`config.mk`:
```
export PLATFORM = sky130hd
export DESIGN_NAME = multi_servo_controller
export DESIGN_NICKNAME = d
export VERILOG_FILES = /design/src/rtl/servo_pkg.sv /design/src/rtl/us_tick_gen.sv /design/src/rtl/multi_servo_controller.sv
export SDC_FILE = /design/constraint.sdc
export NUM_CORES = 1
export LEC_CHECK = 0
export ABC_AREA = 1
export CAP_MARGIN = 20
export CORE_MARGIN = 3
export CORE_UTILIZATION = 59
export DETAILED_ROUTE_END_ITERATION = 10
export GPL_TIMING_DRIVEN = 0
export PLACE_DENSITY = 0.79
export RECOVER_POWER = 100
export SLEW_MARGIN = 40
export SYNTH_ARGS = -nofsm -noshare
export SYNTH_HDL_FRONTEND = slang
export SYNTH_HIERARCHICAL = 1
export SYNTH_SLANG_ARGS = --single-unit
```
`constraint.sdc`:
```
create_clock -name clk -period 2.7 [get_ports clk]
set_input_delay 0.54 -clock clk [delete_from_list [all_inputs] [get_ports clk]]
set_output_delay 0.54 -clock clk [all_outputs]
set_load 0.05 [all_outputs]
```
`src/rtl/servo_pkg.sv`:
```
// rtl/servo_pkg.sv - shared types, defaults and pulse-width helpers for the servo controller
package servo_pkg;

    typedef enum logic [1:0] {
        ST_RUN    = 2'd0,
        ST_UPDATE = 2'd1,
        ST_WAIT   = 2'd2
    } state_t;

    typedef logic [11:0] pw_t;

    localparam int DEF_MIN_US    = 1000;
    localparam int DEF_MAX_US    = 2000;
    localparam int DEF_PERIOD_US = 20000;

    function automatic pw_t clamp_pw(input pw_t pw, input pw_t lo, input pw_t hi);
        if (pw < lo) return lo;
        if (pw > hi) return hi;
        return pw;
    endfunction

    // Moves cur toward tgt by at most step; both stay inside [MIN, MAX], so no wrap is possible.
    function automatic pw_t ramp_step(input pw_t cur, input pw_t tgt, input pw_t step);
        pw_t diff;
        if (step == '0) return tgt;
        if (tgt > cur) begin
            diff = tgt - cur;
            return (diff > step) ? pw_t'(cur + step) : tgt;
        end
        diff = cur - tgt;
        return (diff > step) ? pw_t'(cur - step) : tgt;
    endfunction

endpackage

```
`src/rtl/us_tick_gen.sv`:
```
// rtl/us_tick_gen.sv - one-cycle strobe every microsecond derived from clk
module us_tick_gen #(
    parameter int CLK_HZ = 100000000
) (
    input  logic clk,
    input  logic resetn,
    output logic tick
);
    localparam int DIV = CLK_HZ / 1000000;
    localparam int CW  = (DIV > 1) ? $clog2(DIV) : 1;
    localparam logic [CW-1:0] LAST = CW'(DIV - 1);

    logic [CW-1:0] r_cnt;

    always_ff @(posedge clk or negedge resetn) begin
        if (!resetn) begin
            r_cnt <= '0;
        end else if (r_cnt == LAST) begin
            r_cnt <= '0;
        end else begin
            r_cnt <= r_cnt + 1'b1;
        end
    end

    assign tick = (r_cnt == LAST);

endmodule

```
`src/rtl/multi_servo_controller.sv`:
```
// rtl/multi_servo_controller.sv - N-channel servo PWM generator with per-frame slew-limited targets
module multi_servo_controller
    import servo_pkg::*;
#(
    parameter int NUM_CH    = 4,
    parameter int CLK_HZ    = 100000000,
    parameter int PERIOD_US = DEF_PERIOD_US,
    parameter int MIN_US    = DEF_MIN_US,
    parameter int MAX_US    = DEF_MAX_US,
    parameter int STEP_US   = 10,
    localparam int CH_W     = (NUM_CH > 1) ? $clog2(NUM_CH) : 1
) (
    input  logic              clk,
    input  logic              resetn,
    input  logic              enable,
    input  logic              cmd_valid,
    output logic              cmd_ready,
    input  logic [CH_W-1:0]   cmd_ch,
    input  logic [11:0]       cmd_pw,
    output logic [NUM_CH-1:0] servo_out,
    output logic              frame_start,
    output logic              busy,
    output logic              cmd_err
);
    localparam int FW = $clog2(PERIOD_US + 1);
    localparam pw_t PW_MIN  = pw_t'(MIN_US);
    localparam pw_t PW_MAX  = pw_t'(MAX_US);
    localparam pw_t PW_MID  = pw_t'((MIN_US + MAX_US) / 2);
    localparam pw_t PW_STEP = pw_t'(STEP_US);
    localparam logic [FW-1:0]   FRAME_LAST = FW'(PERIOD_US - 1);
    localparam logic [CH_W-1:0] CH_LAST    = CH_W'(NUM_CH - 1);

    if (NUM_CH < 1 || NUM_CH > 16) begin : g_bad_num_ch
        $error("NUM_CH must be 1..16");
    end
    if (NUM_CH > CLK_HZ / 1000000) begin : g_bad_update_window
        $error("NUM_CH exceeds clk cycles per microsecond");
    end
    if (MIN_US >= MAX_US) begin : g_bad_range
        $error("MIN_US must be below MAX_US");
    end
    if (MAX_US >= PERIOD_US) begin : g_bad_period
        $error("MAX_US must be below PERIOD_US");
    end

    logic              w_tick;
    logic              w_wrap;
    logic              w_accept;
    logic              w_cmd_bad;
    logic              w_out_en;
    logic              w_busy;
    logic              w_in_update;
    logic              w_in_wait;
    logic              w_ready_next;
    pw_t               w_cmd_pw;
    state_t            w_state_next;

    state_t            r_state;
    logic [FW-1:0]     r_frame_us;
    logic [CH_W-1:0]   r_idx;
    pw_t               r_cur [NUM_CH];
    pw_t               r_tgt [NUM_CH];
    logic              r_ready;
    logic              r_frame_start;
    logic              r_busy;
    logic              r_cmd_err;
    logic              r_out_en;
    logic [NUM_CH-1:0] r_servo;

    us_tick_gen #(.CLK_HZ(CLK_HZ)) u_tick (
        .clk    (clk),
        .resetn (resetn),
        .tick   (w_tick)
    );

    assign w_wrap    = w_tick && (r_frame_us == FRAME_LAST);
    assign w_accept  = cmd_valid && r_ready;
    assign w_cmd_bad = {{(32-CH_W){1'b0}}, cmd_ch} >= 32'(NUM_CH);
    assign w_cmd_pw  = clamp_pw(cmd_pw, PW_MIN, PW_MAX);
    // Output only starts on a frame boundary, so a mid-frame enable never yields a runt pulse.
    assign w_out_en  = enable && (r_out_en || w_wrap);

    always_ff @(posedge clk or negedge resetn) begin
        if (!resetn) begin
            r_frame_us <= '0;
        end else if (w_tick) begin
            r_frame_us <= (r_frame_us == FRAME_LAST) ? '0 : r_frame_us + 1'b1;
        end
    end

    always_ff @(posedge clk or negedge resetn) begin
        if (!resetn) begin
            r_state <= ST_RUN;
            r_idx   <= '0;
        end else begin
            r_state <= w_state_next;
            r_idx   <= (w_in_update && r_idx != CH_LAST) ? r_idx + 1'b1 : '0;
        end
    end

    always_comb begin
        w_state_next = r_state;
        case (r_state)
            ST_RUN:    if (w_wrap) w_state_next = ST_UPDATE;
            ST_UPDATE: if (r_idx == CH_LAST) w_state_next = ST_WAIT;
            ST_WAIT:   if (w_tick) w_state_next = ST_RUN;
            default:   w_state_next = ST_RUN;
        endcase
    end

    always_comb begin
        w_in_update  = (r_state == ST_UPDATE);
        w_in_wait    = (r_state == ST_WAIT);
        w_ready_next = (w_state_next == ST_RUN);
    end

    always_ff @(posedge clk or negedge resetn) begin
        if (!resetn) begin
            for (int i = 0; i < NUM_CH; i++) begin
                r_cur[i] <= PW_MID;
                r_tgt[i] <= PW_MID;
            end
        end else begin
            for (int i = 0; i < NUM_CH; i++) begin
                if (w_accept && !w_cmd_bad && cmd_ch == CH_W'(i)) r_tgt[i] <= w_cmd_pw;
                if (w_in_update && r_idx == CH_W'(i)) r_cur[i] <= ramp_step(r_cur[i], r_tgt[i], PW_STEP);
            end
        end
    end

    always_comb begin
        w_busy = 1'b0;
        for (int i = 0; i < NUM_CH; i++) begin
            if (r_cur[i] != r_tgt[i]) w_busy = 1'b1;
        end
    end

    always_ff @(posedge clk or negedge resetn) begin
        if (!resetn) begin
            r_ready       <= 1'b0;
            r_frame_start <= 1'b0;
            r_busy        <= 1'b0;
            r_cmd_err     <= 1'b0;
            r_out_en      <= 1'b1;
            r_servo       <= '0;
        end else begin
            r_ready       <= w_ready_next;
            r_frame_start <= w_wrap;
            r_cmd_err     <= w_accept && w_cmd_bad;
            r_out_en      <= w_out_en;
            if (w_in_wait) r_busy <= w_busy;
            for (int i = 0; i < NUM_CH; i++) begin
                r_servo[i] <= w_out_en && (32'(r_frame_us) < 32'(r_cur[i]));
            end
        end
    end

    assign cmd_ready   = r_ready;
    assign frame_start = r_frame_start;
    assign busy        = r_busy;
    assign cmd_err     = r_cmd_err;
    assign servo_out   = r_servo;

endmodule

```
### Yosys cells after proc, flatten, opt, wreduce, memory -nomap -nowiden

Cells that the tools add are included.

* add/sub/neg operators: 19
* magnitude comparators: 18
* equal/unequal tests: 15
* multiplexer cells: 42
* reductions and logical operators: 21

Operators by type and width (count)
* $mux W12: 20
* $gt A12 B4 Y1 const B: 8
* $sub A12 B12 Y12: 8
* $lt A15 B12 Y1: 4
* $add A12 B4 Y12 const B: 4
* $gt A12 B12 Y1: 4
* $ne A12 B12 Y1: 4
* $sub A12 B4 Y12 const B: 4
* $logic_and A1 B1 Y1: 16
* $add A15 B1 Y15 const B: 1
* $eq A15 B15 Y1 const B: 1
* $mux W1: 15
* $mux W15: 1
* $gt A12 B11 Y1 const B: 1
* $lt A12 B10 Y1 const B: 1
* $eq A2 B2 Y1 const B: 5
* $logic_not A2 Y1: 4
* $mux W2: 4
* $add A7 B1 Y7 const B: 1
* $eq A7 B7 Y1 const B: 1
* $mux W7: 1
* $eq A2 B1 Y1 const B: 3
* $pmux W2 S3: 1
* $add A2 B1 Y2 const B: 1
* 2 further kinds: 2

* flip-flop bits (word level): 130
* output and inout bits: 8
* word-level logic and storage cells: 132

### Logic depth before layout (Yosys ltp)

* depth after elaboration: 5
* mapped depth: 22

### Hierarchy

Netlist, hierarchy kept.

Modules (own cells, without submodules)
* multi_servo_controller: instances 1, cells an instance 2324, area an instance 14493.9 µm², seq. area each 3149.3 µm²
* us_tick_gen: instances 1, cells an instance 42, area an instance 361.6 µm², seq. area each 175.2 µm²

### Least setup slack after synthesis

OpenSTA, ideal clock, no wires.

* path kind: reg2reg
* from: register r_cur[27] in the netlist's numbering
* to: register r_cur[24] in the netlist's numbering
* library setup time: 71 ps
* data arrival time: 2511 ps
* path slack: 118 ps
* cell stages (with the launch flop): 19
* path buffers: 2
* path through: dfstp_2 > clkbuf_1 > inv_1 > ha_1 > buf_2 > nand2_1 > nand2_1 > a21oi_2 > inv_1 > nand2_1 > nand3_1 > nand2_1 > nand2_1 > nor2_8 > nand2_4 > nand2_4 > nand3_2 > and2_0 > nor2_1

* longest elaborated chain between the ends: 5

Ends and longest elaborated chain
* start: declaration: RTL line multi_servo_controller.sv:61 `pw_t r_cur [NUM_CH];`
* start signal: indexed assignment: RTL line multi_servo_controller.sv:126 `if (w_in_update && r_idx == CH_W'(i)) r_cur[i] <= ramp_step(r_cur[i], r_tgt[i], PW_STEP);`
* $sub A12 B12 Y12: RTL line servo_pkg.sv:27 `diff = tgt - cur;`
* $gt A12 B4 Y1: RTL line servo_pkg.sv:28 `return (diff > step) ? pw_t'(cur + step) : tgt;`
* $mux W12: RTL line servo_pkg.sv:28
* $mux W12: RTL line servo_pkg.sv:26 `if (tgt > cur) begin`
* $mux W12 *: RTL line servo_pkg.sv:30 `diff = cur - tgt;`

Every way passes the cells marked *; elsewhere a longest branch is shown, timed or not. The select of a mux whose other input is x is not followed.
A chain may end at the register's enable or synchronous reset.

### Worst setup path after layout

* from: register r_cur[4] in the netlist's numbering
* to: register r_cur[5] in the netlist's numbering

The elaborated chain is that of the path after synthesis.

==> impl_results.md <==
* Routed via count at 16,555
* Share of cells above drive strength 1 at 22.35%
* CTS Sinks at 130
* Crit path arrival time at 3040 ps
* Worst slew margin at -10.10%
* Core ar. at 24,530 um2
* Setup-failing EPs final at 5
* Max Buffers Root-to-Sink at 2
* First drt pass iteration count at 6
* Pleak at 9.607 nW
* Final Worst Setup Slack at -19.29 ps
* Reg2Reg Setup Slack at -20 ps
* Placer Congestion at 0.9953
* Post-route ant nets at 0
* Full die area at 27,120 um2
* Post-synth cell types at 45
* CTS tree: yes
* Post-DP HPWL at 34,260 um
* Crit path launch type: flop
* Global-route wire length before repair at 73,550 um
* IO Pins at 26
* Run status: finished, violations left
* # fillers at 1,947
* CP Launch Point: r_cur[4]$_DFFE_PN1P_
* Layout area overhead at 23.49%
* Max Slew Vio Count at 59
* Root Buffer: clkbuf_16
* Final Hold Fails at 0
* Vias per cell at 5.815
* Htree depth at 4
* Switching power at 3.435 mW
* Most instantiated cells after synthesis: nand2_1, inv_1, nand3_1, ha_1, nor2_1
* Layout Nets at 2,686
* Main area contributors after synthesis: nand2_1, ha_1, dfrtp_1, nand3_1, dfstp_2
* Post-synthesis cell count at 2,366
* Total routed wirelength at 48,950 um
* Share of the synthesized area in the top cell type at 19.94%
* Total grt overflow at 0
* Post-synth top flop: dfrtp_1
* Leading area contributor after synthesis: nand2_1
* Post-synth net total at 2,542
* Dpl ws at -448.9 ps
* Most frequent cell after synthesis: nand2_1
* CTS buffer count at 17
* Peak supply drop at 473.5 uV
* FFs w/ async S/R, synth at 100.0%
* DIE HEIGHT at 164.7 um
* Starting Density at 60.55%
* Post-synthesis sequential area ratio at 22.38%
* Fin Hold WS at 465.9 ps
* Period minus WS final at 2719 ps
* PortBufs at 24
* Die W at 164.7 um
* Later-pin clock latency in the skew report at 430 ps
* Drt initial violations at 1,652
* RSZ-0062 raised after global routing: true
* Initial antenna violation count at 0
* WP data required at 3020 ps
* Num rows at 57
* Pin count of the biggest net entering global routing at 73
* Reg2reg start: r_cur[4]$_DFFE_PN1P_
* Flop pwr share at 27.2%
* Synthesized cell area at 14,860 um2
* PD cells at 453.8 nW/um2
* Pint at 4.890 mW
* Avg Inst Size Synth at 6.279 um2
* Final Util at 74.78%
* Clock skew at 13.21 ps
* EDFF count, synth at 0
* DRC at 0
* Clock power frac at 29.6%
* Wire length per cell at 17.19 um
* Period Utilization, post-route at 100.7%
* Hold Crit Start: u_tick/r_cnt[0]$_DFF_PN0_
* Clock Pin Slew Worst Setup and Hold Paths at 60 ps
* Switch share at 41.27%
* Setup CP Type: flop to flop
* #FFs+latches synth at 130
* Failing checks: max-capacitance violations, max-slew violations, negative setup slack
* Comb pwr share at 43.2%
* Crit-path max FO at 6
* Ys Warns at 6
* Vias in the first global route at 14,766
* Placed Area at 15,550 um2
* Total track usage at 33.86%
* Crit end category: flop
* Worst-margin pin slew at 1651 ps
* Max Freq at 367.7 MHz
* Final Cell Area at 18,350 um2
* Number of max-cap violations at 1
* Worst hold path class: flop to flop
* ANT cells at 0
## per-layer routing
layer  up-vias  routed length (um)  global-route usage, %
met1      7599               20130                  45.05
met3       205                4130                  5.393
met5         -                   0                      0
met2       907               22520                  55.41
li1       7844                   -                      -
met4         0                2174                  12.92
## through the flow
stage          cells  total power [mW]  setup TNS [ps]
2_1_floorplan   2366             4.270               0
6_report        2847             8.325          -42.42
3_3_place_gp    2714             4.915         -473260
5_1_grt         2847             8.780           -2641
3_5_place_dp    2715             4.971          -18590
4_1_cts         2758             7.617         -0.2567
## placed cells by master (no fill, tap or decap), types with 7 or more instances in the layout
cell / Yosys / layout
nand2_1: 789 / 712
inv_1: 360 / 311
nand3_1: 333 / 305
ha_1: 150 / 114
buf_4: 5 / 101
xor2_1: 81 / 81
nor2_1: 111 / 80
nand2_2: 18 / 76
a21oi_1: 80 / 61
o21ai_0: 63 / 59
dfrtp_1: 73 / 59
dfstp_2: 57 / 56
nand4_1: 51 / 51
inv_2: 8 / 38
nor2_4: 5 / 32
nand3_2: 4 / 32
nor3_1: 35 / 31
ha_4: 0 / 30
buf_6: 1 / 29
nand2_4: 3 / 22
a21oi_2: 4 / 22
nor2_2: 12 / 17
clkbuf_16: 0 / 17
clkinvlp_4: 0 / 16
clkdlybuf4s50_1: 0 / 14
dfrtp_2: 0 / 14
clkbuf_1: 23 / 13
inv_4: 0 / 10
o211ai_1: 10 / 10
dlygate4sd3_1: 0 / 9
fa_2: 0 / 8
xnor2_1: 8 / 7
## power by group through the flow
stage / Clock, mW / Sequential [mW] / Combinational (mW)
floorplan: 0 / 2.21 / 2.06
global placement: 0 / 2.25 / 2.66
detailed placement: 0 / 2.25 / 2.72
CTS: 2.47 / 2.24 / 2.91
global route: 2.56 / 2.28 / 3.94
finish: 2.46 / 2.27 / 3.60
## critical path, cell delays in order, from the launching register on
cell	delay [ps]
dfstp_2	610
clkinvlp_4	180
ha_4	370
nand2_4	90
nor2_4	130
nand2_1	80
nand3_1	80
nand2_1	70
nor2_1	150
nand2_1	110
nor2_4	190
nand2_4	90
buf_6	140
nand2_1	60
nand3_1	90
nand3_2	100
nand2_1	60
## state kept, by name, indices dropped and copies added (netlist names)
register and flops:
r_idx 2, r_cur 48, r_frame_us 15, r_state 2, servo_out 4, u_tick/r_cnt 7
frame_start 1, r_tgt 48, r_out_en 1, cmd_ready 1, busy 1
## cell families (layout without fill, tap and decap cells)
logic type / Yosys count / after routing / synth area share [%]
buffers and inverters: 425 / 580 / 11.11
DFF: 130 / 130 / 22.38
adders and majority gates: 158 / 158 / 13.71
xor gates and xnor gates: 89 / 89 / 5.247
and+or+nand+nor: 1379 / 1381 / 40.66
other: 1 / 1 / 0.02524
AOI/OAI and AO/OA: 184 / 184 / 6.864
## final timing paths
check                                                  to  cells past startpoint
worst max-delay path                 r_cur[5]$_DFFE_PN0P_                     16
worst min-delay path            u_tick/r_cnt[0]$_DFF_PN0_                      1
worst max register to register       r_cur[5]$_DFFE_PN0P_                     16
worst min register to register  u_tick/r_cnt[0]$_DFF_PN0_                      1
max in group asynchronous           r_cur[29]$_DFFE_PN0P_                      1
min in group asynchronous           r_tgt[21]$_DFFE_PN0P_                      1
## final cells by class
| class | instances | area (um2) | share of cell area (%) |
|---|---|---|---|
| inverter | 372 | 1466 | 7.993 |
| clock buffer | 18 | 439.2 | 2.394 |
| multi-input combinational | 1813 | 11070 | 60.37 |
| clock inverter | 14 | 177.7 | 0.9685 |
| tap | 324 | 405.4 | 2.210 |
| sequential | 130 | 3342 | 18.22 |
| timing repair buffer | 130 | 1082 | 5.900 |
| buffer | 46 | 357.8 | 1.951 |
## repair_timing
item | 4_1_cts | 5_1_grt
resized for setup | 85 | 344
endpoints found under the setup margin | 51 | 63
gates cloned | 2 | 4
pin swaps | 10 | 116
buffers inserted | 16 | 85
hold buffers | 0 | 0
(Power assumes the default switching activity.)
